==> src/rtl/bus_arbiter_pkg.sv <==
// Shared types and constants for the bus arbiter slice.
package bus_arbiter_pkg;

    // Arbiter FSM encodings: no owner vs. exactly one owner.
    typedef enum logic [0:0] {
        ARB_IDLE    = 1'b0,
        ARB_GRANTED = 1'b1
    } arb_state_t;

    // Width of the shared data bus steered by the downstream switch.
    localparam int DATA_WIDTH = 32;

endpackage : bus_arbiter_pkg

==> src/rtl/bus_arbiter_rr_pick.sv <==
// Round-robin picker: walks the request vector starting one past `last`
// and returns the first set bit. With exclude_last set, `last` itself is
// never chosen, so a current owner can only hand off to someone else.
module rr_pick #(
    parameter int SIZE      = 4,
    parameter int SEL_WIDTH = $clog2(SIZE)
) (
    input  logic [SIZE-1:0]      req,
    input  logic [SEL_WIDTH-1:0] last,
    input  logic                 exclude_last,
    output logic                 found,
    output logic [SEL_WIDTH-1:0] idx
);

    logic [SEL_WIDTH-1:0] cand_s;

    // Rotated priority search; index arithmetic wraps because SIZE is a power of two.
    always_comb begin
        found  = 1'b0;
        idx    = {SEL_WIDTH{1'b0}};
        cand_s = {SEL_WIDTH{1'b0}};
        for (int i = 0; i < SIZE; i++) begin
            cand_s = last + SEL_WIDTH'(i + 1);
            if (!found && req[cand_s] && !(exclude_last && (i == SIZE - 1))) begin
                found = 1'b1;
                idx   = cand_s;
            end else begin
                found = found;
            end
        end
    end

endmodule : rr_pick

==> src/rtl/bus_arbiter.sv <==
// Round-robin bus arbiter with bounded hold time. Drives a registered
// one-hot grant and the matching binary select for the bus switch.
module bus_arbiter
    import bus_arbiter_pkg::*;
#(
    parameter int SIZE      = 4,
    parameter int SEL_WIDTH = $clog2(SIZE),
    parameter int MAX_HOLD  = 8
) (
    input  logic                 clk,
    input  logic                 reset,
    input  logic [SIZE-1:0]      req,
    output logic [SIZE-1:0]      gnt,
    output logic [SEL_WIDTH-1:0] sel,
    output logic                 busy
);

    localparam int                HOLD_W    = $clog2(MAX_HOLD + 1);
    localparam logic [HOLD_W-1:0] HOLD_LAST = HOLD_W'(MAX_HOLD - 1);
    localparam logic [HOLD_W-1:0] HOLD_ONE  = HOLD_W'(1);

    arb_state_t           state_r, state_s;
    logic [SEL_WIDTH-1:0] last_r, last_s;
    logic [HOLD_W-1:0]    hold_cnt_r, hold_cnt_s;
    logic [SEL_WIDTH-1:0] sel_r, sel_s;
    logic [SIZE-1:0]      gnt_r, gnt_s;
    logic                 busy_r;
    logic                 active_s;
    logic                 exclude_s;
    logic                 owner_req_s;
    logic                 pick_found_s;
    logic [SEL_WIDTH-1:0] pick_idx_s;

    // While granted, `last` is the owner, so searching past it excluding it
    // yields "next requester after the owner"; when idle it is a plain search.
    assign exclude_s   = (state_r == ARB_GRANTED);
    assign owner_req_s = req[last_r];

    rr_pick #(
        .SIZE      (SIZE),
        .SEL_WIDTH (SEL_WIDTH)
    ) u_rr_pick (
        .req          (req),
        .last         (last_r),
        .exclude_last (exclude_s),
        .found        (pick_found_s),
        .idx          (pick_idx_s)
    );

    // Next-state, pointer and hold-counter logic.
    always_comb begin
        state_s    = state_r;
        last_s     = last_r;
        hold_cnt_s = hold_cnt_r;
        active_s   = 1'b0;
        case (state_r)
            ARB_IDLE: begin
                if (pick_found_s) begin
                    state_s    = ARB_GRANTED;
                    last_s     = pick_idx_s;
                    hold_cnt_s = {HOLD_W{1'b0}};
                    active_s   = 1'b1;
                end else begin
                    hold_cnt_s = {HOLD_W{1'b0}};
                end
            end
            ARB_GRANTED: begin
                active_s = 1'b1;
                if (!owner_req_s || (hold_cnt_r == HOLD_LAST)) begin
                    if (pick_found_s) begin
                        // Handoff: release or timeout with someone waiting.
                        last_s     = pick_idx_s;
                        hold_cnt_s = {HOLD_W{1'b0}};
                    end else if (!owner_req_s) begin
                        state_s    = ARB_IDLE;
                        hold_cnt_s = {HOLD_W{1'b0}};
                        active_s   = 1'b0;
                    end else begin
                        // Timeout with no contention: owner keeps the bus.
                        hold_cnt_s = {HOLD_W{1'b0}};
                    end
                end else begin
                    hold_cnt_s = hold_cnt_r + HOLD_ONE;
                end
            end
            default: begin
                state_s    = ARB_IDLE;
                hold_cnt_s = {HOLD_W{1'b0}};
                active_s   = 1'b0;
            end
        endcase
    end

    // Output decode: select follows the owner and freezes while idle so the
    // switch does not toggle with nobody on the bus.
    always_comb begin
        gnt_s = {SIZE{1'b0}};
        if (active_s) begin
            sel_s         = last_s;
            gnt_s[last_s] = 1'b1;
        end else begin
            sel_s = sel_r;
        end
    end

    // State and output registers; gnt and sel update on the same edge.
    always_ff @(posedge clk or posedge reset) begin
        if (reset) begin
            state_r    <= ARB_IDLE;
            last_r     <= SEL_WIDTH'(SIZE - 1);
            hold_cnt_r <= {HOLD_W{1'b0}};
            sel_r      <= {SEL_WIDTH{1'b0}};
            gnt_r      <= {SIZE{1'b0}};
            busy_r     <= 1'b0;
        end else begin
            state_r    <= state_s;
            last_r     <= last_s;
            hold_cnt_r <= hold_cnt_s;
            sel_r      <= sel_s;
            gnt_r      <= gnt_s;
            busy_r     <= active_s;
        end
    end

    assign gnt  = gnt_r;
    assign sel  = sel_r;
    assign busy = busy_r;

endmodule : bus_arbiter

==> config.mk <==
export PLATFORM = sky130hd
export DESIGN_NAME = bus_arbiter
export DESIGN_NICKNAME = d
export VERILOG_FILES = /design/src/rtl/bus_arbiter_pkg.sv /design/src/rtl/bus_arbiter_rr_pick.sv /design/src/rtl/bus_arbiter.sv
export SDC_FILE = /design/constraint.sdc
export NUM_CORES = 1
export LEC_CHECK = 0
export CAP_MARGIN = 30
export CORE_MARGIN = 2
export CORE_UTILIZATION = 40
export DETAILED_ROUTE_END_ITERATION = 10
export SLEW_MARGIN = 20
export SYNTH_ARGS = -nofsm -noshare
export SYNTH_HDL_FRONTEND = slang
export SYNTH_SLANG_ARGS = --single-unit
==> constraint.sdc <==
create_clock -name clk -period 2 [get_ports clk]
set_input_delay 0.4 -clock clk [delete_from_list [all_inputs] [get_ports clk]]
set_output_delay 0.4 -clock clk [all_outputs]
set_load 0.02 [all_outputs]
==> impl_metrics.env <==
export IMPL_die_h_um=45.37
export IMPL_yosys_warnings=0
export IMPL_numCtsBuffers=3
export IMPL_grt_max_degree=14
export IMPL_worst_endpoint_arrival_ns=2.15
export IMPL_fp_dieW_um=45.37
export IMPL_crit_type="reg2reg"
export IMPL_io_buffers=12
export IMPL_routed_wl_um=1410
export IMPL_syn_nets=70
export IMPL_clk_latency_ns=0.28
export IMPL_pwr_share_seq_pct=34.9
export IMPL_max_freq_mhz=505.2
export IMPL_ioPinCount=13
export IMPL_combPwrFrac_pct=52.5
export IMPL_clk_pin_slew_ns=0.08
export IMPL_nNetsFinal=98
export IMPL_critPathRequiredTime_ns=2.17
export IMPL_synthFlopType="dfrtp_1"
export IMPL_place_hpwl_um=1057
export IMPL_finalWeightedCongestion=0.8088
export IMPL_grt_usage_pct=15.92
export IMPL_hold_class="in2async"
export IMPL_sw_frac_of_total_pct=36.91
export IMPL_synth_yosys_seq_area_share_pct=47.90
export IMPL_drive_above_1_share_pct=28.89
export IMPL_cts_tree="done"
export IMPL_power_share_clock_pct=12.5
export IMPL_cts_sinks=13
export IMPL_vias=552
export IMPL_viasPerCell=5.208
export IMPL_clockBufferDepth=2
export IMPL_cap_violations=0
export IMPL_final_period_utilization_pct=98.96
export IMPL_hold_viol_final=0
export IMPL_tightest_slew_ns=0.4951
export IMPL_dieArea_um2=2058
export IMPL_fp_row_count=14
export IMPL_setup_tns_ns=0
export IMPL_antenna_found_initial=0
export IMPL_setup_violations=0
export IMPL_drt_iter0_drc=7
export IMPL_crit_path_top_delay_cell="dfstp_2"
export IMPL_first_global_vias=537
export IMPL_p_per_area_nw_per_um2=1396
export IMPL_max_stage_delay_ns=0.62
export IMPL_fin_worst_skew_ns=0.002976
export IMPL_syn_area_per_cell_um2=10.86
export IMPL_initial_core_util_pct=43.90
export IMPL_fin_crit_ns=1.979
export IMPL_crit_chain="mux2i_2 -> nor3_1 -> o31ai_1 -> buf_4 -> o41ai_4 -> mux2_2"
export IMPL_synth_cell_types=31
export IMPL_htree_levels=1
export IMPL_dp_slack_ns=-0.1797
export IMPL_final_core_util_pct=60.11
export IMPL_internal_power_w=0.0008256
export IMPL_drc_errors=0
export IMPL_clock_root_buffer="clkbuf_4"
export IMPL_end_kind="register"
export IMPL_antenna_cells=0
export IMPL_outcome="finished clean"
export IMPL_slew_headroom_pct=66.96
export IMPL_synth_async_reset_ratio_pct=100.0
export IMPL_grt_pass1_wl_um=2263
export IMPL_grt_overflow_total=0
export IMPL_leakage_nw=0.4323
export IMPL_slew_viol_final=0
export IMPL_syn_area_um2=684.4
export IMPL_setup_slack_ns=0.02073
export IMPL_detail_route_wl_per_cell_um=13.30
export IMPL_ant_nets=0
export IMPL_path_max_fanout=7
export IMPL_power_switching_w=0.0004829
export IMPL_first_pass_iters=4
export IMPL_path_buf_inv=1
export IMPL_core_area_um2=1559
export IMPL_fillerInstances=140
export IMPL_ir_worst_vdd_uv=827.2
export IMPL_cp_start_kind="register"
export IMPL_ys_ff_latch=13
export IMPL_crit_family="flip-flops"
export IMPL_area_delta_synth_final_pct=36.93
export IMPL_synthCells=63
export IMPL_synth_edf_count=0
## per-stage QoR
step / power [W] / std cells / hold WS, ns / cell area, µm²
floorplan: 0.0008682 / 63 / 0.2755 / 684.4
global placement: 0.001122 / 101 / 0.4613 / 898.4
detailed placement: 0.001132 / 101 / 0.4716 / 898.4
CTS: 0.001302 / 105 / 0.4402 / 925.9
global route: 0.001405 / 106 / 0.4856 / 937.1
finish: 0.001308 / 106 / 0.4349 / 937.1
## final timing paths
check                      cells after the start  slack [ns]     startpoint       endpoint
setup reg to reg                               6        0.02      last_r[1]         sel[0]
setup / recovery                               6        0.02      last_r[1]         sel[0]
hold reg to reg                                1        0.48  hold_cnt_r[0]  hold_cnt_r[0]
max in group asynchronous                      2        1.21          reset      last_r[1]
hold / removal                                 2        0.43          reset         gnt[3]
min in group clk                               1        0.48  hold_cnt_r[0]  hold_cnt_r[0]
## timing repair
item,in CTS,in global routing
hold buffers,0,0
endpoints found under the setup margin,0,4
buffers inserted,0,1
resized for setup,0,1
## cell type report
cell class	instances	area, µm²	share of cell area (%)
well taps	16	20.02	2.136
multi-input cells	45	332.8	35.51
inverters	3	11.26	1.202
clock inverters	1	5.005	0.5340
flip-flops and latches	13	327.8	34.98
repair buffers	25	217.7	23.23
clock buffers	3	22.52	2.403
## kinds of logic (layout without fill, tap and decap cells)
kind of cell	after synthesis	count (layout)	share of synthesized area, %
buffers and inverters	5	32	4.021
multiplexers	4	4	6.033
flip-flops	13	13	47.90
adder cells (fa/ha/maj)	1	1	1.828
AND/OR/NAND/NOR	26	26	21.76
XOR/XNOR	3	3	3.840
AO/OA/AOI/OAI	11	11	14.63
## routing by layer
metal  vias to the layer above  part of all wire, %  wire, µm  global-route usage, %
met5                         -                    0         0                      0
met4                         0                 0.50         7                  8.824
met3                         2                  2.3        32                  4.000
met2                         8                   49       694                  25.71
met1                       262                   48       675                  19.24
li1                        280                    -         -                      -
## cells in the final DEF (no fill, tap or decap), types with 2 or more instances in the layout
cell,count
buf_4,13
and3_1,4
a21oi_1,4
nor2_1,3
nand2_1,3
mux2i_1,2
xnor2_1,2
nand2b_1,3
clkdlybuf4s50_1,12
clkbuf_4,3
dfstp_2,2
inv_1,3
dfrtp_1,11
nor3_1,5
## synth_stat cells, types with 2 or more instances
cell type   n  area, µm²
a21oi_1     4      20.02
and3_1      4      25.02
dfrtp_1    11      275.3
dfstp_2     2      52.55
inv_1       3      11.26
mux2i_1     3      30.03
nand2_1     3      11.26
nand2b_1    3      18.77
nor2_1      3      11.26
nor3_1      5      25.02
xnor2_1     2      17.52
## state kept, by name (all words and copies together), names as in the netlist
name and cells:
hold_cnt_r 4, last_r 2, sel 2, gnt 4, busy 1
## power groups by stage
stage / Combinational [W] / Clock [W] / Sequential (W)
after global placement: 0.000660 / 0 / 0.000461
after CTS: 0.000673 / 0.000173 / 0.000456
after detailed placement: 0.000671 / 0 / 0.000461
after global routing: 0.000745 / 0.000189 / 0.000470
after floorplan: 0.000392 / 0 / 0.000477
final: 0.000687 / 0.000164 / 0.000457
Power figures use the tool's default switching activity.
==> variant 1 (same settings) <==
Set the parameter `MAX_HOLD` to 16 (it was 8).
--- a/src/rtl/bus_arbiter.sv
+++ b/src/rtl/bus_arbiter.sv
@@ -5,7 +5,7 @@
 #(
     parameter int SIZE      = 4,
     parameter int SEL_WIDTH = $clog2(SIZE),
-    parameter int MAX_HOLD  = 8
+    parameter int MAX_HOLD  = 16
 ) (
     input  logic                 clk,
     input  logic                 reset,
Check against the original RTL: not equivalent (Yosys sat finds a counterexample within 10 cycles, from zero or initial values and one cycle with reset high).
==> variant 1 against the unedited design <==
  * The run now ends with negative setup slack left
  * Via count grew 14%
  * Sequential cell count grew 1
  * Area after synthesis grew 10%
  * Largest cell class unchanged
  * Total power grew 44%
  * Final area grew 28%
  * Setup slack lost 0.12 ns
  * Wire length grew 18%
  * Clock power grew 23%
==> variant 1: results (changes against the unedited design) <==
vias 629 (+14%); crit path max fanout 5 (-2); number of global-route vias before repair 630 (+17%); sequential area share after synthesis 46.7% (-1.2 points); Placed Instance Area 1040 um2 (+15%); global-route wire length before repair 2760 um (+22%); largest net degree at the start of global routing 15 (+1); worst vdd ir 834 uV (+0.84%); most frequent cells after synthesis dfrtp_1, nor2_1, inv_1; syn nets 76 (+8.6%); GRT Util Overall 18.9% (+3.0 points); outcome finished, violations left; post-route clock skew 0.00160 ns (-0.00138 ns); failing checks negative setup slack; post-placement cell count 118 (+17%); post-synthesis cell type count 29 (-6.5%); routability cong. 0.852 (+5.3%); layout cells sized above 1 48.0% (+19 points); final worst slack -0.0977 ns (-0.118 ns); cell count after synthesis 68 (+7.9%); Initial Utilization 43.3% (-0.60 points); RR Endpoint gnt[0]; final setup vio count 6 (+6); CP peak stage delay 0.60 ns (-0.02 ns); Nets 111 (+13%); cell leakage power 0.000531 uW (+23%); DR WL/cell 13.1 um (-1.2%); critical path data arrival time 2.32 ns (+0.17 ns)
## variant 1: changes by cell type in the layout (fill, tap and decap cells not counted), sizes merged, moves of 2 or more
cell / delta
and3: -2
nor2b: +4
dlygate4sd2: +4
clkdlybuf4s50: -4
and3b: -2
nand2b: -3
nor2: +4
buf: +7
nor3: -3
inv: +4
nand2: -2
nor3b: +3
## variant 1: area by class of cell
class	instances	area [um2]
inverter	7	26.3
sequential	14	353
clock buffer	4	36.3
multi-input combinational	45	473
fill	128	546
tap	25	31.3
timing repair buffer	32	280
## variant 1: metal layers
layer	vias to the layer above	global-route usage, %	wire, um
met5	-	0	0
met4	0	11.7	45
met3	5	4.15	68
met2	14	30.3	812
met1	310	23.2	742
li1	300	-	-
## variant 1: report_power, final
part	internal (uW)	switching, uW	total [uW]
Combinational	710	498	1210
Sequential	401	67.5	468
Clock	111	91.2	202
Total	1220	657	1880
## variant 1: how the worst max path moves through the flow
stage	start	to	slack, ns	depth (start not counted)
after floorplan	hold_cnt_r[0]	gnt[2]	-0.02	8
after global placement	req[3]	gnt[2]	-0.46	6
after detailed placement	req[3]	gnt[2]	-0.55	6
after CTS	hold_cnt_r[0]	gnt[1]	-0.1	10
after global routing	hold_cnt_r[1]	gnt[0]	-0.19	10
final	last_r[0]	gnt[0]	-0.1	6
## variant 1: cells by family after synthesis
kind of cell,after synthesis,synth area share [%]
DFF,14,46.7
adders and majority gates,2,3.31
xor gates and xnor gates,3,3.48
muxes,6,10.4
and+or+nand+nor,28,23.3
buffers and inverters,9,5.63
AOI/OAI and AO/OA,6,7.12
## variant 1: timing repair
action                                  4_1_cts  5_1_grt
endpoints found under the setup margin        8        8
gates resized for setup                      16        6
pin swaps                                     9        6
buffers inserted                              5        0
==> variant 2 (same flow settings) <==
Without the edit above. Make the reset (`reset`) synchronous in one clocked block.
--- a/src/rtl/bus_arbiter.sv
+++ b/src/rtl/bus_arbiter.sv
@@ -104,7 +104,7 @@
     end
 
     // State and output registers; gnt and sel update on the same edge.
-    always_ff @(posedge clk or posedge reset) begin
+    always_ff @(posedge clk) begin
         if (reset) begin
             state_r    <= ARB_IDLE;
             last_r     <= SEL_WIDTH'(SIZE - 1);
Formal check against the unedited RTL: differs if reset is asserted again (counterexample within 4 cycles, from zero or initial values and one cycle with reset high); with reset held inactive, the same outputs for 10 cycles.
==> variant 2 against the unedited design <==
  * Final area is 7.9% lower
  * Via count decreased by 0.91%
  * Core utilization fell by 2.1 points
  * Count of clock-buffer cells in the layout rose by 1
  * Area after synthesis down 7.3%
  * Cell count down 1.9%
  * Die area down 6.7%
  * Wire length shrank 7.9%
  * Sequential cell count unchanged
  * Largest cell class unchanged
  * Setup slack gained 0.086 ns
Power is not compared: it rests on default switching activity, and its combinational part moved more than twofold at a synthesized area within 25%.
==> variant 2: results (changes against the unedited design) <==
Nets 96 (-2.0%); routability cong. 0.786 (-2.9%); vias 547 (-0.91%); routed wire length 1300 um (-7.9%); met3 Use GR 5.00% (+1.0 points); CP peak stage delay 0.50 ns (-0.12 ns); CP delay by family, top compound AO/OA/AOI/OAI gates; Place WS -0.382 ns (-0.202 ns); largest net degree at the start of global routing 9 (-5); GRT Util Overall 16.8% (+0.84 points); sequential area share after synthesis 41.0% (-6.9 points); post-synthesis cell type count 32 (+3.2%); adder-cell share of the synthesized area 1.97% (+0.14 points); outcome finished, final reports clean; 1st-pass router iterations 3 (-1); Max transition margin 77.0% (+10 points); RR Endpoint last_r[0]; Post-CTS Resized 5 (+5); register-to-register setup slack 0.11 ns (+0.09 ns); 1st-iter DRT viols 5 (-2); post-route clock skew 0.00599 ns (+0.00301 ns); Synth async-reset ratio 0% (-100 points); layout cells sized above 1 26.1% (-2.8 points); crit path max fanout 6 (-1); M2 GR Usage 26.8% (+1.1 points); Routed met3 length 41 um (+28%); Worst Hold Class reg2reg; Worst path slowest cell mux4_2
variant 2: cell types whose count changed after synthesis, moves of 3 or more:
| cell | unedited run | this run |
|---|---|---|
| dfrtp_1 | 11 | 0 |
| nor3_1 | 5 | 2 |
| and3_1 | 4 | 1 |
| dfxtp_1 | 0 | 13 |
| nor2_1 | 3 | 7 |
variant 2: power breakdown:
group	internal [uW]	total [uW]	switching [uW]
Sequential	298	320	22.0
Clock	77.2	158	80.9
Combinational	158	299	141
Total	533	777	244
variant 2: area by class of cell:
type / instances / area [um2]
Multi-Input combinational cell: 45 / 350
Sequential cell: 13 / 262
Clock buffer: 4 / 26.3
Timing Repair Buffer: 22 / 190
Fill cell: 149 / 626
Tap cell: 16 / 20.0
Inverter: 4 / 15.0
variant 2: worst register-to-register path, stage by stage (launching register included):
cell and delay [ns]:
dfxtp_2 0.35, mux4_2 0.50, and3_4 0.20, o41ai_2 0.24, a21bo_2 0.29, or2_1 0.21
